## config.mk

```make
export PLATFORM = sky130hd
export DESIGN_NAME = sys_array_result_drain
export DESIGN_NICKNAME = d
export VERILOG_FILES = /design/src/rtl/sys_array_pkg.sv /design/src/rtl/sys_array_drain_ctr.sv /design/src/rtl/sys_array_result_drain.sv
export SDC_FILE = /design/constraint.sdc
export NUM_CORES = 1
export LEC_CHECK = 0
export ABC_AREA = 1
export ABC_CLOCK_PERIOD_IN_PS = 17300
export BUFFER_PORTS_ARGS = -buffer_cell sky130_fd_sc_hd__buf_4
export CAP_MARGIN = 20
export CORE_MARGIN = 2
export CORE_UTILIZATION = 40
export CTS_CLUSTER_DIAMETER = 80
export CTS_CLUSTER_SIZE = 20
export DETAILED_ROUTE_END_ITERATION = 12
export SLEW_MARGIN = 20
export SYNTH_ARGS = -nofsm -noshare
export SYNTH_HDL_FRONTEND = slang
export SYNTH_SLANG_ARGS = --single-unit
```

## constraint.sdc

```tcl
create_clock -name clk -period 17.3 [get_ports clk]
set_input_delay 0.865 -clock clk [delete_from_list [all_inputs] [get_ports clk]]
set_output_delay 0.865 -clock clk [all_outputs]
set_load 0.1 [all_outputs]
```

## src/rtl/sys_array_pkg.sv

```systemverilog
// Shared types and helpers for the systolic-array result drain path.
package sys_array_pkg;

  typedef enum logic {IDLE, STREAM} drain_state_t;

  localparam int unsigned DATA_WIDTH_DEF = 8;
  typedef logic [2*DATA_WIDTH_DEF-1:0] result_t;

  function automatic int unsigned idx_w(input int unsigned n);
    return (n > 1) ? $clog2(n) : 1;
  endfunction

endpackage

```

## src/rtl/sys_array_drain_ctr.sv

```systemverilog
// Row-major row/column walker with end-of-row and end-of-matrix flags.
module sys_array_drain_ctr
  import sys_array_pkg::*;
#(
  parameter int unsigned ROWS = 5,
  parameter int unsigned COLS = 5,
  parameter int unsigned RW   = idx_w(ROWS),
  parameter int unsigned CW   = idx_w(COLS)
) (
  input  logic          clk,
  input  logic          reset_n,
  input  logic          advance,
  input  logic          clear,
  output logic [RW-1:0] row,
  output logic [CW-1:0] col,
  output logic          eol,
  output logic          last
);

  assign eol  = (col == CW'(COLS - 1));
  assign last = eol && (row == RW'(ROWS - 1));

  always_ff @(posedge clk or negedge reset_n) begin
    if (!reset_n) begin
      row <= '0;
      col <= '0;
    end else if (clear) begin
      row <= '0;
      col <= '0;
    end else if (advance) begin
      if (eol) begin
        col <= '0;
        row <= last ? '0 : row + RW'(1);
      end else begin
        col <= col + CW'(1);
      end
    end
  end

endmodule

```

## src/rtl/sys_array_result_drain.sv

```systemverilog
// Captures the fetcher's result matrix on a ready rise and streams it out
// one element per valid/ready beat in row-major order.
module sys_array_result_drain
  import sys_array_pkg::*;
#(
  parameter int unsigned DATA_WIDTH = 8,
  parameter int unsigned ARRAY_W_W  = 5,
  parameter int unsigned ARRAY_A_L  = 5,
  parameter int unsigned RW         = idx_w(ARRAY_W_W),
  parameter int unsigned CW         = idx_w(ARRAY_A_L)
) (
  input  logic                    clk,
  input  logic                    reset_n,
  input  logic                    fetch_ready,
  input  logic [0:ARRAY_W_W-1][0:ARRAY_A_L-1][2*DATA_WIDTH-1:0] fetch_data,
  output logic                    out_valid,
  input  logic                    out_ready,
  output logic [2*DATA_WIDTH-1:0] out_data,
  output logic [RW-1:0]           out_row,
  output logic [CW-1:0]           out_col,
  output logic                    out_eol,
  output logic                    out_last,
  output logic                    busy,
  output logic                    overrun,
  input  logic                    clear_overrun
);

  drain_state_t state, state_next;
  logic fetch_q;
  logic rise, xfer, final_xfer, capture, drop;
  logic eol, last;
  logic [0:ARRAY_W_W-1][0:ARRAY_A_L-1][2*DATA_WIDTH-1:0] mat;

  // History resets high so a level already asserted at release is not a rise.
  always_ff @(posedge clk or negedge reset_n) begin
    if (!reset_n) fetch_q <= 1'b1;
    else          fetch_q <= fetch_ready;
  end

  assign rise       = fetch_ready && !fetch_q;
  assign xfer       = (state == STREAM) && out_ready;
  assign final_xfer = xfer && last;
  assign capture    = rise && ((state == IDLE) || final_xfer);
  assign drop       = rise && (state == STREAM) && !final_xfer;

  always_ff @(posedge clk or negedge reset_n) begin
    if (!reset_n) state <= IDLE;
    else          state <= state_next;
  end

  always_comb begin
    state_next = state;
    case (state)
      IDLE:    if (capture) state_next = STREAM;
      STREAM:  if (final_xfer && !capture) state_next = IDLE;
      default: state_next = IDLE;
    endcase
  end

  always_ff @(posedge clk) begin
    if (capture) mat <= fetch_data;
  end

  always_ff @(posedge clk or negedge reset_n) begin
    if (!reset_n)           overrun <= 1'b0;
    else if (drop)          overrun <= 1'b1;
    else if (clear_overrun) overrun <= 1'b0;
  end

  sys_array_drain_ctr #(
    .ROWS (ARRAY_W_W),
    .COLS (ARRAY_A_L),
    .RW   (RW),
    .CW   (CW)
  ) u_ctr (
    .clk     (clk),
    .reset_n (reset_n),
    .advance (xfer),
    .clear   (capture),
    .row     (out_row),
    .col     (out_col),
    .eol     (eol),
    .last    (last)
  );

  // Data and flags are gated so the outputs read zero whenever nothing is offered.
  assign out_valid = (state == STREAM);
  assign busy      = (state == STREAM);
  assign out_data  = out_valid ? mat[out_row][out_col] : '0;
  assign out_eol   = out_valid && eol;
  assign out_last  = out_valid && last;

endmodule

```

# --- Word level (Yosys, flattened, before mapping) ---
# Cells that the tools add are included.
word_totals:
  romBits: 0
  register_bits: 409
  ram_bits: 0
  wordCells: 76
  latch_bits: 0
  memories: 0
classes:
  n_lt_le_gt_ge: 2
  eq_ne: 2
  shifts: 0
  bitwise_logic: 3
  div_mod_pow: 0
  multipliers: 0
  reduce_logical: 18
  addsub: 2
  muxes: 19
op_table:
  columns: ["op", "count"]
  rows:
  - ["80-bit binary-select mux with 3-bit select", 1]
  - ["80-bit 2-to-1 mux", 2]
  - ["16-bit binary-select mux with 3-bit select", 1]
  - ["16-bit 2-to-1 mux", 3]
  - ["3-bit 2-to-1 mux", 7]
  - ["1-bit logical AND", 10]
  - ["4-bit >= comparator, second input constant", 2]
  - ["3-bit inverter with 4-bit output", 2]
  - ["3-bit by 1-bit adder with 3-bit output, second input constant", 2]
  - ["3-bit == test, second input constant", 2]
  - ["2-bit nonzero test", 3]
  - ["1-bit 2-to-1 mux", 4]
  - ["1-bit zero test", 3]
  - ["1-bit case mux with 2 select lines", 1]
  - ["2-bit AND reduction", 1]
  - ["1-bit logical OR", 1]
  - ["1-bit inverter", 1]

# --- Depth between registers and ports, before layout ---
# Gate-level depths: netlist of run 1.
logic_depth:
  word_depth: 9
  mapped_depth: 14

# --- By module ---
# From an unflattened synthesis of run 1, not the netlist that was laid out.
hier_totals:
  cells_unflattened: 1453
  hier_area_um2: 16851.2
modules_own_cells:
  columns: ["mod", "instances", "area_per_inst_um2", "cells_each"]
  rows:
  - ["sys_array_result_drain", 1, 16488.3, 1411]
  - ["sys_array_drain_ctr", 1, 362.8, 42]

# --- Worst setup path before layout of run 1 ---
# Ideal clock, no wire load.
synth_path:
  path_kind: "register -> register"
  start: "register u_ctr.col[1]"
  end: "register u_ctr.col[2]"
  path_stages_with_launch: 14
  path_slack_ns: 3.734
  arrival_time_ns: 13.425
  required_ns: 17.160
  cell_sequence: "dfrtp_1 buf_2 clkinv_1 clkbuf_1 ha_1 nand2_1 nor2_1 a21oi_1 nor2_2 inv_2 nand2_1 nand2_1 nor2_1 nor3_1"
synth_via:
  elab_chain_len: 6
  elab_cells_between_ends: 10
  classes_between: "add/sub: 1; eq/ne: 1; mux: 3; reduce/logical: 5"
synth_lines:
  columns: ["element", "line_no", "text"]
  rows:
  - ["start, declared", "sys_array_drain_ctr.sv:15", "output logic [CW-1:0] col,"]
  - ["start signal, assigned", "sys_array_drain_ctr.sv:35", "col <= col + CW'(1);"]
  - ["3-bit == test *", "sys_array_drain_ctr.sv:20", "assign eol = (col == CW'(COLS - 1));"]
  - ["1-bit logical AND *", "sys_array_drain_ctr.sv:21", "assign last = eol && (row == RW'(ROWS - 1));"]
  - ["1-bit logical AND *", "sys_array_result_drain.sv:42", "assign final_xfer = xfer && last;"]
  - ["1-bit logical OR *", "sys_array_result_drain.sv:43", "assign capture = rise && ((state == IDLE) || final_xfer);"]
  - ["1-bit logical AND *", "sys_array_result_drain.sv:43", null]
  - ["net capture", "sys_array_result_drain.sv:30", "logic rise, xfer, final_xfer, capture, drop;"]
  - ["3-bit 2-to-1 mux or 2-bit nonzero test (tied branches)", null, null]
# Mark *: on every way through the listed nets, which the timed path passes. The rest lies on a longest branch. The select of a mux whose other input is x is not followed.
# A chain may end at the register's enable or synchronous reset.

# --- Worst setup path in the final report of run 1 ---
layout_path:
  start: "register u_ctr.col[0]"
  end: "output out_data[6]"
layout_via:
  elab_chain_len: 5
layout_lines:
  columns: ["element", "line_no", "text"]
  rows:
  - ["3-bit inverter with 4-bit output (implied by the code)", "sys_array_result_drain.sv:89", "assign out_data = out_valid ? mat[out_row][out_col] : '0;"]
  - ["16-bit binary-select mux with 3-bit select", "sys_array_result_drain.sv:89", null]
  - ["16-bit 2-to-1 mux (implied by the code) (2 in a row)", "sys_array_result_drain.sv:89", null]
  - ["16-bit 2-to-1 mux", "sys_array_result_drain.sv:89", null]
  - ["end, declared", "sys_array_result_drain.sv:18", "output logic [2*DATA_WIDTH-1:0] out_data,"]
# No other way between the ends. The select of a mux whose other input is x is not followed.

==> impl_metrics.json, run 1 <==
{
  "cpMaxStageDelayCell": "dfrtp_4",
  "crit_arrival_ns": 4.39,
  "num_vias": 11900,
  "final_layout_size_suffix_gt1_share_pct": 26.8,
  "cts.clk_slew.worst_paths_ns": 0.08,
  "synth_nets": 1834,
  "max_slew.worst_pin.slew_ns": 1.05,
  "core_area_um2": 41800,
  "powerDensity_nw_per_um2": 153,
  "htree_levels": 1,
  "grt_max_degree": 211,
  "via_per_inst": 5.04,
  "cts_root_buf": "clkbuf_16",
  "final_area_um2": 21100,
  "cts_setup_buffers": 0,
  "cp.required_ns": 16.43,
  "cap_violations": 0,
  "finClkSkew_ns": 0.0109,
  "most-common-layout-cells": "437 x buf_4, 400 x edfxtp_1, 390 x nand2_1",
  "cts-resized-gates": 0,
  "grt_use_total_pct": 22.2,
  "ant_nets": 0,
  "rr_startpoint": "u_ctr.col[0]",
  "dp.cells": 2317,
  "final_core_util_pct": 50.5,
  "grt_pass1_wl_um": 73100,
  "syn_inst": 1425,
  "p_leak_nw": 8.26,
  "rr_worst_depth": 9,
  "r2r_slack_ns": 12.77,
  "finish.net_count": 2216,
  "crit_type": "flop to primary output",
  "crit_top_cell": "nand2_1",
  "clkSinkCount": 409,
  "synth_sequential_area_ratio_pct": 72.5,
  "crit_start": "u_ctr.col[0]",
  "drtIter0Drc": 972,
  "initial_utilization_pct": 40.4,
  "report.final.hold_viol_count": 0,
  "cts_buffers": 25,
  "fp-row-count": 75,
  "final_common_cell": "buf_4",
  "holdCritPathClass": "primary input to asynchronous set/reset pin",
  "diodes": 0,
  "finalCritPeriodShare_pct": 30.4,
  "area_delta_synth_final_pct": 24.8,
  "drc": 0,
  "cts_buffer_depth": 3,
  "die_area_um2": 43900,
  "avgSynthCellArea_um2": 11.8,
  "dp_hpwl_um": 34100,
  "clock_latency_ns": 0.55,
  "relSlewSlack_pct": 30.3,
  "finalSetupViolCount": 0,
  "finalWeightedCongestion": 0.812,
  "r2r-end": "mat[111]",
  "fmax_mhz": 190,
  "die_w_um": 209,
  "io_buffers": 431,
  "hold_buffers": 0,
  "ir_drop_v": 0.0000954,
  "drt_first_pass_iters": 5,
  "post_dp_cell_area_um2": 20300,
  "grt-ovfl-total": 0,
  "rsz0062_at_grt": "false",
  "cp_max_fo": 71,
  "drv_slew": 0,
  "synth-warning-count": 0,
  "die_height_um": 209,
  "syn_area_um2": 16900,
  "critPathCaptureType": "primary output",
  "grt_antenna_before_repair": 0,
  "max_stage_delay_ns": 0.97,
  "finalNonFillerCells": 2353,
  "boundaryPins": 432,
  "min_period_ns": 5.25,
  "setup_tns_ns": 0,
  "crit_chain": "buf_4 -> inv_2 -> nand3_1 -> nand2_1 -> nand2_1 -> nand2_1 -> nand2_1 -> nand2_1 -> nand2_1 -> nand2_1 -> a21oi_1 -> buf_4",
  "grt_pass1_vias": 12000,
  "synth.distinct_cells": 30,
  "ys_seq_elements": 409,
  "cts_tree": "done",
  "wl_per_cell_um": 21.1,
  "wirelength_um": 49500,
  "critPathLaunchType": "flop",
  "run_status": "finished clean"
}
==> critical path: cells and delay by family (launching register included) <==
kind,cells,cell delay [ns]
AOI/OAI and AO/OA,1,0.15
buffers and inverters,3,1.58
DFF,1,0.97
and+or+nand+nor,8,0.96
==> final cells by class <==
type                    count  area [um2]
multi-input cells         868        3860
flip-flops and latches    409       12200
inverters                  62         238
fillers                  3696       20700
repair buffers            441        3380
clock buffers              26         629
clock inverters             8        52.6
well taps                 539         674
==> worst max-delay path by stage <==
stage | to | slack [ns]
after floorplan | u_ctr.col[2] | 3.73
after global placement | out_data[6] | 12.62
after detailed placement | out_data[10] | 12.57
after CTS | out_data[10] | 11.96
after global routing | out_data[13] | 11.62
final | out_data[6] | 12.05
==> cells by family after synthesis <==
group / share of synthesized area (%)
simple gates: 16.3
flops: 72.5
compound gates: 6.15
buf+inv: 4.69
fa+ha+maj: 0.296
xor+xnor: 0.0519
==> Yosys cell counts <==
master | number | area [um2]
dfrtp_1 | 8 | 200
o21ai_2 | 1 | 8.76
inv_1 | 44 | 165
buf_1 | 6 | 22.5
a21oi_2 | 2 | 17.5
buf_4 | 20 | 150
o21ai_1 | 28 | 140
a21oi_1 | 16 | 80.1
nand4_1 | 4 | 25.0
nor2_2 | 1 | 6.26
o211ai_1 | 32 | 240
clkbuf_1 | 16 | 60.1
nor2_4 | 1 | 11.3
nor3_2 | 1 | 10.0
inv_2 | 3 | 11.3
o22ai_1 | 17 | 106
dfstp_2 | 1 | 26.3
edfxtp_1 | 400 | 12000
nand2_1 | 390 | 1460
buf_6 | 13 | 146
clkinv_1 | 14 | 52.6
xor2_1 | 1 | 8.76
buf_2 | 29 | 145
nor3_1 | 1 | 5.00
o21ai_0 | 89 | 445
nor2_1 | 134 | 503
ha_1 | 4 | 50.1
nand3_1 | 146 | 731
buf_8 | 2 | 30.0
inv_6 | 1 | 8.76
==> sequential cells by signal, indices dropped and copies added (netlist names) <==
register	count
u_ctr.col	3
overrun	1
busy	1
fetch_q	1
mat	400
u_ctr.row	3
==> routing by layer <==
metal / global-route usage (%) / share of wire [%] / up-vias
li1: - / - / 5712
met1: 31.1 / 44 / 5683
met2: 36.7 / 48 / 404
met3: 3.20 / 5.6 / 57
met4: 5.64 / 2.6 / 0
met5: 0 / 0 / -
==> where the power goes <==
part / total [mW] / switching (mW) / internal, mW
Clock: 0.577 / 0.313 / 0.264
Combinational: 1.41 / 1.04 / 0.369
Sequential: 1.23 / 0.0968 / 1.14
Total: 3.22 / 1.45 / 1.77
==> stage by stage <==
stage               power [mW]  setup WS, ns  hold slack (ns)
floorplan                 2.27          3.73            0.569
global placement          2.68         12.62            0.518
detailed placement        2.69         12.57            0.528
CTS                       3.27         11.96           0.0943
global route              3.41         11.62           0.0982
finish                    3.22         12.05            0.125
Power figures use the tool's default switching activity.
==> run 2, diff against run 1 <==
--- a/config.mk
+++ b/config.mk
@@ -6,7 +6,7 @@
 export NUM_CORES = 1
 export LEC_CHECK = 0
 export ABC_AREA = 1
-export ABC_CLOCK_PERIOD_IN_PS = 17300
+export ABC_CLOCK_PERIOD_IN_PS = 4400
 export BUFFER_PORTS_ARGS = -buffer_cell sky130_fd_sc_hd__buf_4
 export CAP_MARGIN = 20
 export CORE_MARGIN = 2
@@ -14,6 +14,7 @@
 export CTS_CLUSTER_DIAMETER = 80
 export CTS_CLUSTER_SIZE = 20
 export DETAILED_ROUTE_END_ITERATION = 12
+export PLACE_DENSITY = 0.65
 export SLEW_MARGIN = 20
 export SYNTH_ARGS = -nofsm -noshare
 export SYNTH_HDL_FRONTEND = slang
==> constraint.sdc (replaced) <==
create_clock -name clk -period 4.4 [get_ports clk]
set_input_delay 0.22 -clock clk [delete_from_list [all_inputs] [get_ports clk]]
set_output_delay 0.22 -clock clk [all_outputs]
set_load 0.1 [all_outputs]
==> impl_metrics.json, run 2 (same netlist as run 1, synthesis figures left out) <==
{
  "io_buffers": 431,
  "rr_startpoint": "u_ctr.col[0]",
  "dp.cells": 2325,
  "final_common_cell": "buf_4",
  "finalCritPeriodShare_pct": 86.4,
  "setup_tns_ns": 0,
  "drt_first_pass_iters": 6,
  "run_status": "finished clean",
  "cts_buffers": 26,
  "via_per_inst": 5.14,
  "cap_violations": 0,
  "top_regs": "mat x400, u_ctr.col x3, u_ctr.row x3",
  "powerDensity_nw_per_um2": 530,
  "grt_antenna_before_repair": 9,
  "rsz0062_at_grt": "false",
  "grt_pass1_vias": 14900,
  "max_slew.worst_pin.slew_ns": 1.05,
  "largest_reg_flops": 400,
  "r2r_slack_ns": 1.23,
  "final_layout_size_suffix_gt1_share_pct": 22.6,
  "p_leak_nw": 10.1,
  "nFillCells": 3105,
  "wirelength_um": 58600,
  "finalWeightedCongestion": 0.828,
  "crit_start": "u_ctr.row[0]",
  "cts.clk_slew.worst_paths_ns": 0.09,
  "clock_latency_ns": 0.58,
  "rr_worst_depth": 8,
  "grt_pass1_wl_um": 86700,
  "cts_tree": "done",
  "fp-row-count": 75,
  "final_core_util_pct": 60.7,
  "grt-ovfl-total": 0,
  "report.final.hold_viol_count": 0,
  "boundaryPins": 432,
  "fmax_mhz": 263,
  "crit_arrival_ns": 3.58,
  "grt_use_total_pct": 26.3,
  "cp_max_fo": 129,
  "finish.net_count": 2628,
  "area_delta_synth_final_pct": 50.2,
  "core_area_um2": 41800,
  "finClkSkew_ns": 0.0360,
  "die_area_um2": 43900,
  "seq_area_um2": 12300,
  "initial_utilization_pct": 40.4,
  "critPathLaunchType": "flop",
  "cts_root_buf": "clkbuf_16",
  "clkSinkCount": 409,
  "multiInputGateArea_um2": 3890,
  "most-common-layout-cells": "443 x buf_4, 405 x dlygate4sd3_1, 400 x edfxtp_1",
  "ir_drop_v": 0.000489,
  "die_height_um": 209,
  "finalSetupViolCount": 0,
  "grt_max_degree": 130,
  "cp.required_ns": 4.18,
  "holdCritPathClass": "primary input to asynchronous set/reset pin",
  "crit_type": "flop to primary output",
  "drv_slew": 0,
  "cts_buffer_depth": 3,
  "r2r-end": "mat[268]",
  "finalNonFillerCells": 2782,
  "die_w_um": 209,
  "drc": 0,
  "wl_per_cell_um": 21.1,
  "critPathCaptureType": "primary output",
  "num_vias": 14300,
  "top_register": "mat",
  "dp_hpwl_um": 35600,
  "ant_nets": 0,
  "min_period_ns": 3.80,
  "htree_levels": 1,
  "drtIter0Drc": 1451,
  "relSlewSlack_pct": 29.4
}
==> run 2: metal layers <==
metal / track usage (%) / vias up / part of all wire [%]
li1: - / 6551 / -
met5: 0 / - / 0.022
met2: 44.9 / 706 / 49
met3: 4.29 / 174 / 6.8
met1: 33.3 / 6865 / 39
met4: 11.2 / 2 / 4.7
==> run 2: critical path, stage by stage (launching register included) <==
cell and delay [ns]:
dfrtp_4 0.77, buf_12 0.47, nor2_1 0.15, nor2_1 0.11, o21ai_0 0.27, o211ai_1 0.22
nand3_1 0.20, nand2_1 0.11, nand2_1 0.07, a21oi_1 0.15, buf_4 0.34
==> run 2: worst max path at each step <==
stage                   end  slack, ns  depth (start not counted)
6_report        out_data[9]       0.60                         10
5_1_grt         out_data[9]       0.44                         10
4_1_cts         out_data[7]       0.68                         13
3_5_place_dp       mat[262]       1.31                          8
3_3_place_gp    out_data[7]       1.33                         13
2_1_floorplan  u_ctr.col[2]      -4.07                         14
==> run 2: what timing repair did <==
action | CTS | global route
resized for setup | 0 | 0
hold buffers | 405 | 0
hold endpoints to repair | 412 | 0
setup buffers | 0 | 0
==> run 2: area by class of cell <==
cell class              instances  share of cell area, %
flip-flops and latches        409                   48.3
repair buffers                852                   29.4
multi-input cells             868                   15.3
clock buffers                  34                   2.85
well taps                     539                   2.66
inverters                      62                  0.987
clock inverters                 8                  0.331
diodes                         10                 0.0987
==> run 2: metrics by stage <==
step / setup slack (ns) / hold slack [ns] / cell area, um2 / power [mW]
2_1_floorplan: -4.07 / -0.0756 / 17000 / 8.99
3_3_place_gp: 1.33 / 0.0535 / 20500 / 10.6
3_5_place_dp: 1.31 / 0.0582 / 20500 / 10.6
4_1_cts: 0.677 / 0.00427 / 25300 / 13.4
5_1_grt: 0.440 / 0.0148 / 25400 / 14.1
6_report: 0.598 / 0.0285 / 25400 / 13.4
==> run 2: report_power, final <==
group | total [mW] | switching (mW) | leakage (nW) | internal, mW
logic | 6.15 | 4.42 | 5.96 | 1.72
clock network | 2.56 | 1.33 | 0.395 | 1.23
registers | 4.73 | 0.247 | 3.70 | 4.48
total | 13.4 | 6.00 | 10.1 | 7.44
